### src/rtl/ahb3lite_dma_master.sv
// AHB-Lite block-write initiator: turns (addr, len) commands into SINGLE/INCR word writes fed from a local source.
// Optional feature macro: DMA_MASTER_BUSY_EN (source gaps inside a burst become BUSY instead of ending the burst).
`timescale 1ns/1ps

package ahb3lite_pkg;
    typedef enum logic [1:0] {IDLE = 2'b00, BUSY = 2'b01, NONSEQ = 2'b10, SEQ = 2'b11} HTRANS_state;
    typedef enum logic [2:0] {SINGLE = 3'b000, INCR = 3'b001, WRAP4 = 3'b010, INCR4 = 3'b011,
                              WRAP8 = 3'b100, INCR8 = 3'b101, WRAP16 = 3'b110, INCR16 = 3'b111} HBURST_Type;
    typedef enum logic {OKAY = 1'b0, ERROR = 1'b1} HRESP_state;
endpackage

module ahb3lite_dma_master
    import ahb3lite_pkg::*;
#(
    parameter int LEN_W = 8
) (
    input  logic             HCLK,
    input  logic             HRESETn,
    output logic [31:0]      HADDR,
    output logic [31:0]      HWDATA,
    output logic             HWRITE,
    output HBURST_Type       HBURST,
    output logic [2:0]       HSIZE,
    output HTRANS_state      HTRANS,
    input  logic             HREADY,
    input  HRESP_state       HRESP,
    input  logic             cmd_valid,
    output logic             cmd_ready,
    input  logic [31:0]      cmd_addr,
    input  logic [LEN_W-1:0] cmd_len,
    input  logic             src_valid,
    input  logic [31:0]      src_data,
    output logic             src_pop,
    output logic             done,
    output logic             err,
    output logic [1:0]       dbg_state
);

    typedef enum logic [1:0] {S_IDLE = 2'b00, S_XFER = 2'b01, S_LAST = 2'b10, S_ERR = 2'b11} state_t;

    // Handshakes: cmd moves on an edge with cmd_valid && cmd_ready; a source word moves on an
    // edge with src_pop high, and src_valid must stay high until its word is popped.
    state_t           state_q, state_d;
    logic [31:0]      addr_q, addr_d;
    logic [LEN_W-1:0] cnt_q, cnt_d;
    logic             first_q, first_d;
    logic             hold_q, hold_d;
    HBURST_Type       burst_q, burst_d;
    logic [31:0]      hwdata_q, hwdata_d;
    logic             done_q, done_d;
    logic             err_q, err_d;

    HTRANS_state htrans_c;
    logic        eff_valid, seq_ok, beat_active, accept, err_cycle;

    always_ff @(posedge HCLK or negedge HRESETn) begin
        if (!HRESETn) begin
            state_q  <= S_IDLE;
            addr_q   <= '0;
            cnt_q    <= '0;
            first_q  <= 1'b1;
            hold_q   <= 1'b0;
            burst_q  <= SINGLE;
            hwdata_q <= '0;
            done_q   <= 1'b0;
            err_q    <= 1'b0;
        end else begin
            state_q  <= state_d;
            addr_q   <= addr_d;
            cnt_q    <= cnt_d;
            first_q  <= first_d;
            hold_q   <= hold_d;
            burst_q  <= burst_d;
            hwdata_q <= hwdata_d;
            done_q   <= done_d;
            err_q    <= err_d;
        end
    end

    always_comb begin
        state_d  = state_q;
        addr_d   = addr_q;
        cnt_d    = cnt_q;
        first_d  = first_q;
        hold_d   = 1'b0;
        burst_d  = burst_q;
        hwdata_d = hwdata_q;
        done_d   = 1'b0;
        err_d    = 1'b0;
        case (state_q)
            S_IDLE: begin
                if (cmd_valid && cmd_ready) begin
                    addr_d  = cmd_addr & ~32'h3;
                    cnt_d   = cmd_len;
                    first_d = 1'b1;
                    burst_d = (cmd_len == LEN_W'(1)) ? SINGLE : INCR;
                    if (cmd_len == '0) done_d = 1'b1;
                    else               state_d = S_XFER;
                end
            end
            S_XFER: begin
                if (err_cycle) begin
                    state_d = S_ERR;
                    done_d  = 1'b1;
                    err_d   = 1'b1;
                end else begin
                    // A presented beat stalled by HREADY must be re-presented unchanged.
                    hold_d = beat_active && !HREADY;
                    if (accept) begin
                        hwdata_d = src_data;
                        addr_d   = addr_q + 32'd4;
                        cnt_d    = cnt_q - LEN_W'(1);
                        first_d  = 1'b0;
                        if (cnt_q == LEN_W'(1)) state_d = S_LAST;
                    end
`ifndef DMA_MASTER_BUSY_EN
                    else if (!eff_valid) first_d = 1'b1;
`endif
                end
            end
            S_LAST: begin
                if (err_cycle) begin
                    state_d = S_ERR;
                    done_d  = 1'b1;
                    err_d   = 1'b1;
                end else if (HREADY) begin
                    state_d = S_IDLE;
                    done_d  = 1'b1;
                end
            end
            S_ERR: begin
                if (HREADY) state_d = S_IDLE;
            end
            default: state_d = S_IDLE;
        endcase
    end

    always_comb begin
        eff_valid = src_valid || hold_q;
        // SEQ only continues a running burst that does not cross a 1 KB boundary.
        seq_ok    = !first_q && (addr_q[9:0] != 10'd0);
        err_cycle = (HRESP == ERROR) && !HREADY && (state_q == S_XFER || state_q == S_LAST);
        htrans_c  = IDLE;
        if (state_q == S_XFER && !err_cycle) begin
            if (eff_valid) htrans_c = seq_ok ? SEQ : NONSEQ;
`ifdef DMA_MASTER_BUSY_EN
            else if (seq_ok) htrans_c = BUSY;
`endif
        end
        beat_active = (htrans_c == NONSEQ) || (htrans_c == SEQ);
        accept      = beat_active && HREADY;
    end

    assign HTRANS    = htrans_c;
    assign HADDR     = addr_q;
    assign HWDATA    = hwdata_q;
    assign HWRITE    = (htrans_c != IDLE);
    assign HBURST    = burst_q;
    assign HSIZE     = 3'b010;
    assign src_pop   = accept && src_valid;
    assign cmd_ready = HRESETn && (state_q == S_IDLE) && !done_q;
    assign done      = done_q;
    assign err       = err_q;
    assign dbg_state = state_q;

endmodule

### config.mk
export PLATFORM = sky130hd
export DESIGN_NAME = ahb3lite_dma_master
export DESIGN_NICKNAME = d
export VERILOG_FILES = /design/src/rtl/ahb3lite_dma_master.sv
export SDC_FILE = /design/constraint.sdc
export NUM_CORES = 1
export LEC_CHECK = 0
export ABC_AREA = 1
export BUFFER_PORTS_ARGS = -buffer_cell sky130_fd_sc_hd__clkbuf_2
export CORE_UTILIZATION = 40
export CTS_BUF_LIST = sky130_fd_sc_hd__clkbuf_16
export DETAILED_ROUTE_END_ITERATION = 6
export PLACE_DENSITY = 0.66
export SETUP_SLACK_MARGIN = 0.4
export SLEW_MARGIN = 25
export SYNTH_ARGS = -nofsm -noshare
export SYNTH_HDL_FRONTEND = slang
export SYNTH_SLANG_ARGS = --single-unit
### constraint.sdc
create_clock -name HCLK -period 4.5 [get_ports HCLK]
set_clock_uncertainty 0.15 [all_clocks]
set_input_delay 0.675 -clock HCLK [delete_from_list [all_inputs] [get_ports HCLK]]
set_output_delay 0.675 -clock HCLK [all_outputs]
set_load 0.05 [all_outputs]
==> qor.yml <==
vdd.ir_drop.worst_v: 0.000454
min_period_over_period_pct: 75.9
clock_latency_ns: 0.34
setup.worst_path.class: "reg -> out"
worst_hold_path_type: "in -> async"
hold_slack_ns: 0.0957
fin_crit_ns: 3.41
drtPass1Iterations: 4
post_synth_instance_area_um2: 4710
synth.ff_latch_count: 77
ys.warnings.count: 0
seq_area_frac_synth_pct: 41.0
fmaxAchievable_mhz: 293
synth_cells: 724
synthToLayoutAreaGrowth_pct: 23.1
cp-end-kind: "output pin"
gp_routability_congestion: 0.860
required_worst_endpoint_ns: 3.67
core_box_area_um2: 11500
dpl.hpwl_mm: 9.08
global_route.overflow_total: 0
slew_headroom_pct: 41.6
count_of_buffers_from_port_buffering: 147
slew_viol_final: 0
cts_made_buffers: 9
critical_path_peak_fanout: 54
initial_antenna_violation_count: 0
track_usage_pct: 21.5
outcome: "finished, final reports clean"
cts.path.max_buffers: 2
report.final.setup_viol: 0
cap_viol_max_count: 0
most_common_cell_after_layout_fill_and_taps_aside: "sky130_fd_sc_hd__nand2_1"
layout-drive-gt1-share_pct: 20.6
setup_repair_bufs_after_cts: 0
postSynthAreaPerCell_um2: 6.50
fp.dieArea_um2: 12200
post_layout_util_pct: 50.6
power_density_nw_per_um2: 842
start_util_pct: 41.1
timing_worst_slew_pin_value_ns: 0.870
clk_root_buf: "sky130_fd_sc_hd__clkbuf_16"
rsz_0062_raised_after_global_routing: "false"
path_clk_slew_ns: 0.06
hold_buffers: 0
detail_route.vias_per_cell: 4.77
p_leak_uw: 0.00324
first_global_vias: 4393
cp-start-kind: "flip-flop"
htree_levels: 3
route.antenna.remaining_nets: 0
setup_total_negative_slack_ns: 0
cts_resized: 0
dieWidth_um: 110
rows: 39
ios: 157
detail_route.wl_per_cell_um: 12.4
worst_r2r_path_depth: 10
fin_nets: 949
worst_ep_arrival_time_ns: 2.59
drc_errors: 0
pin_count_of_the_biggest_net_entering_global_routing: 56
vias: 4819
grt_first_pass_wirelength_mm: 21.3
final_hold_violation_count: 0
clock_sink_count: 77
synth_cell_type_count: 31
most-common-layout-cells: "328 x sky130_fd_sc_hd__nand2_1, 146 x sky130_fd_sc_hd__clkbuf_2, 93 x sky130_fd_sc_hd__nor2_1"
drt_wl_total_mm: 12.5
dieHeight_um: 110
number_of_violations_reported_at_the_end_of_detailed_routing_iteration_0: 234
cts_tree: "yes"
diodes: 0
## sequential cells by signal, summed over array words and instances, names as in the netlist
name	cells
HWDATA	32
HADDR	30
cnt_q	8
dbg_state	2
HBURST	1
done	1
err	1
first_q	1
hold_q	1
## metrics by stage
stage	setup slack, ns	cells	total power (uW)	instance area [um2]
floorplan	0.975	729	3550	4730
global placement	1.49	994	4170	5510
detailed placement	1.47	994	4190	5510
CTS	1.07	1010	4920	5800
global route	0.847	1010	5270	5800
finish	1.09	1010	4880	5800
## report_power, final
part / leakage [uW] / internal (uW) / total, uW / switching, uW
registers: 0.000954 / 1030 / 1360 / 330
logic: 0.00214 / 694 / 2820 / 2120
clock network: 0.000145 / 422 / 705 / 283
total: 0.00324 / 2140 / 4880 / 2740
## worst max-delay path, cell delays in order (launching register included)
cell and delay [ns]:
sky130_fd_sc_hd__dfrtp_1 0.42, sky130_fd_sc_hd__inv_1 0.17, sky130_fd_sc_hd__ha_2 0.24, sky130_fd_sc_hd__buf_4 0.48
sky130_fd_sc_hd__inv_1 0.12, sky130_fd_sc_hd__nor2_1 0.14, sky130_fd_sc_hd__nand2_1 0.11, sky130_fd_sc_hd__a211oi_1 0.22
sky130_fd_sc_hd__clkbuf_2 0.35
## Yosys cell counts
library cell | count | area share, %
sky130_fd_sc_hd__nand4_4 | 1 | 0.45
sky130_fd_sc_hd__nand2_1 | 328 | 26
sky130_fd_sc_hd__clkbuf_1 | 11 | 0.88
sky130_fd_sc_hd__buf_6 | 1 | 0.24
sky130_fd_sc_hd__dfstp_2 | 1 | 0.56
sky130_fd_sc_hd__nand4_1 | 2 | 0.27
sky130_fd_sc_hd__a31o_2 | 1 | 0.19
sky130_fd_sc_hd__nor4_1 | 1 | 0.13
sky130_fd_sc_hd__o22ai_1 | 2 | 0.27
sky130_fd_sc_hd__o21bai_1 | 1 | 0.16
sky130_fd_sc_hd__buf_2 | 7 | 0.74
sky130_fd_sc_hd__a31oi_1 | 1 | 0.13
sky130_fd_sc_hd__o21ai_0 | 20 | 2.1
sky130_fd_sc_hd__a211oi_1 | 1 | 0.16
sky130_fd_sc_hd__ha_1 | 9 | 2.4
sky130_fd_sc_hd__inv_1 | 62 | 4.9
sky130_fd_sc_hd__nor2_2 | 2 | 0.27
sky130_fd_sc_hd__dfrtp_1 | 76 | 40
sky130_fd_sc_hd__buf_4 | 9 | 1.4
sky130_fd_sc_hd__nand3_2 | 1 | 0.21
sky130_fd_sc_hd__o31ai_1 | 1 | 0.16
sky130_fd_sc_hd__or2_2 | 4 | 0.53
sky130_fd_sc_hd__nand3b_1 | 3 | 0.48
sky130_fd_sc_hd__o21ai_1 | 15 | 1.6
sky130_fd_sc_hd__a21oi_1 | 9 | 0.96
sky130_fd_sc_hd__nand3_1 | 55 | 5.8
sky130_fd_sc_hd__nand2_4 | 2 | 0.48
sky130_fd_sc_hd__conb_1 | 2 | 0.16
sky130_fd_sc_hd__inv_2 | 2 | 0.16
sky130_fd_sc_hd__nor2_1 | 93 | 7.4
sky130_fd_sc_hd__inv_4 | 1 | 0.13
## worst paths after layout
| kind | slack (ns) | start | end |
|---|---|---|---|
| min in group HCLK | 0.33 | HWDATA[23]$_DFFE_PN0P_ | HWDATA[23]$_DFFE_PN0P_ |
| max in group asynchronous | 3.08 | HRESETn | HWDATA[28]$_DFFE_PN0P_ |
| min | 0.1 | HRESETn | HADDR[26]$_DFFE_PN0P_ |
| max reg2reg | 1.64 | dbg_state[0]$_DFFE_PN0P_ | HADDR[15]$_DFFE_PN0P_ |
| max | 1.09 | dbg_state[1]$_DFFE_PN0P_ | HTRANS[0] |
| min reg2reg | 0.33 | HWDATA[23]$_DFFE_PN0P_ | HWDATA[23]$_DFFE_PN0P_ |
## final cells by class
type | instances | area (um2)
Fill cell | 1211 | 5670
Multi-Input combinational cell | 559 | 2400
Sequential cell | 77 | 1930
Timing Repair Buffer | 150 | 761
Inverter | 65 | 246
Clock buffer | 9 | 225
Tap cell | 143 | 179
Clock inverter | 7 | 58.8
## routing by layer
metal | vias up | global-route usage [%] | wire, um
met1 | 2154 | 28.9 | 5960
met2 | 152 | 33.4 | 5510
met3 | 14 | 5.38 | 839
li1 | 2499 | - | -
met4 | 0 | 7.64 | 211
met5 | - | 0 | 0
## cells by family (layout without fill, tap and decap cells)
kind of cell | Yosys count | after routing | share of synthesized area [%]
simple gates | 492 | 492 | 42.2
other cells | 2 | 7 | 0.160
flops | 77 | 77 | 41.0
fa+ha+maj | 9 | 9 | 2.39
buf+inv | 93 | 231 | 8.53
compound gates | 51 | 51 | 5.74
(Power assumes the default switching activity.)
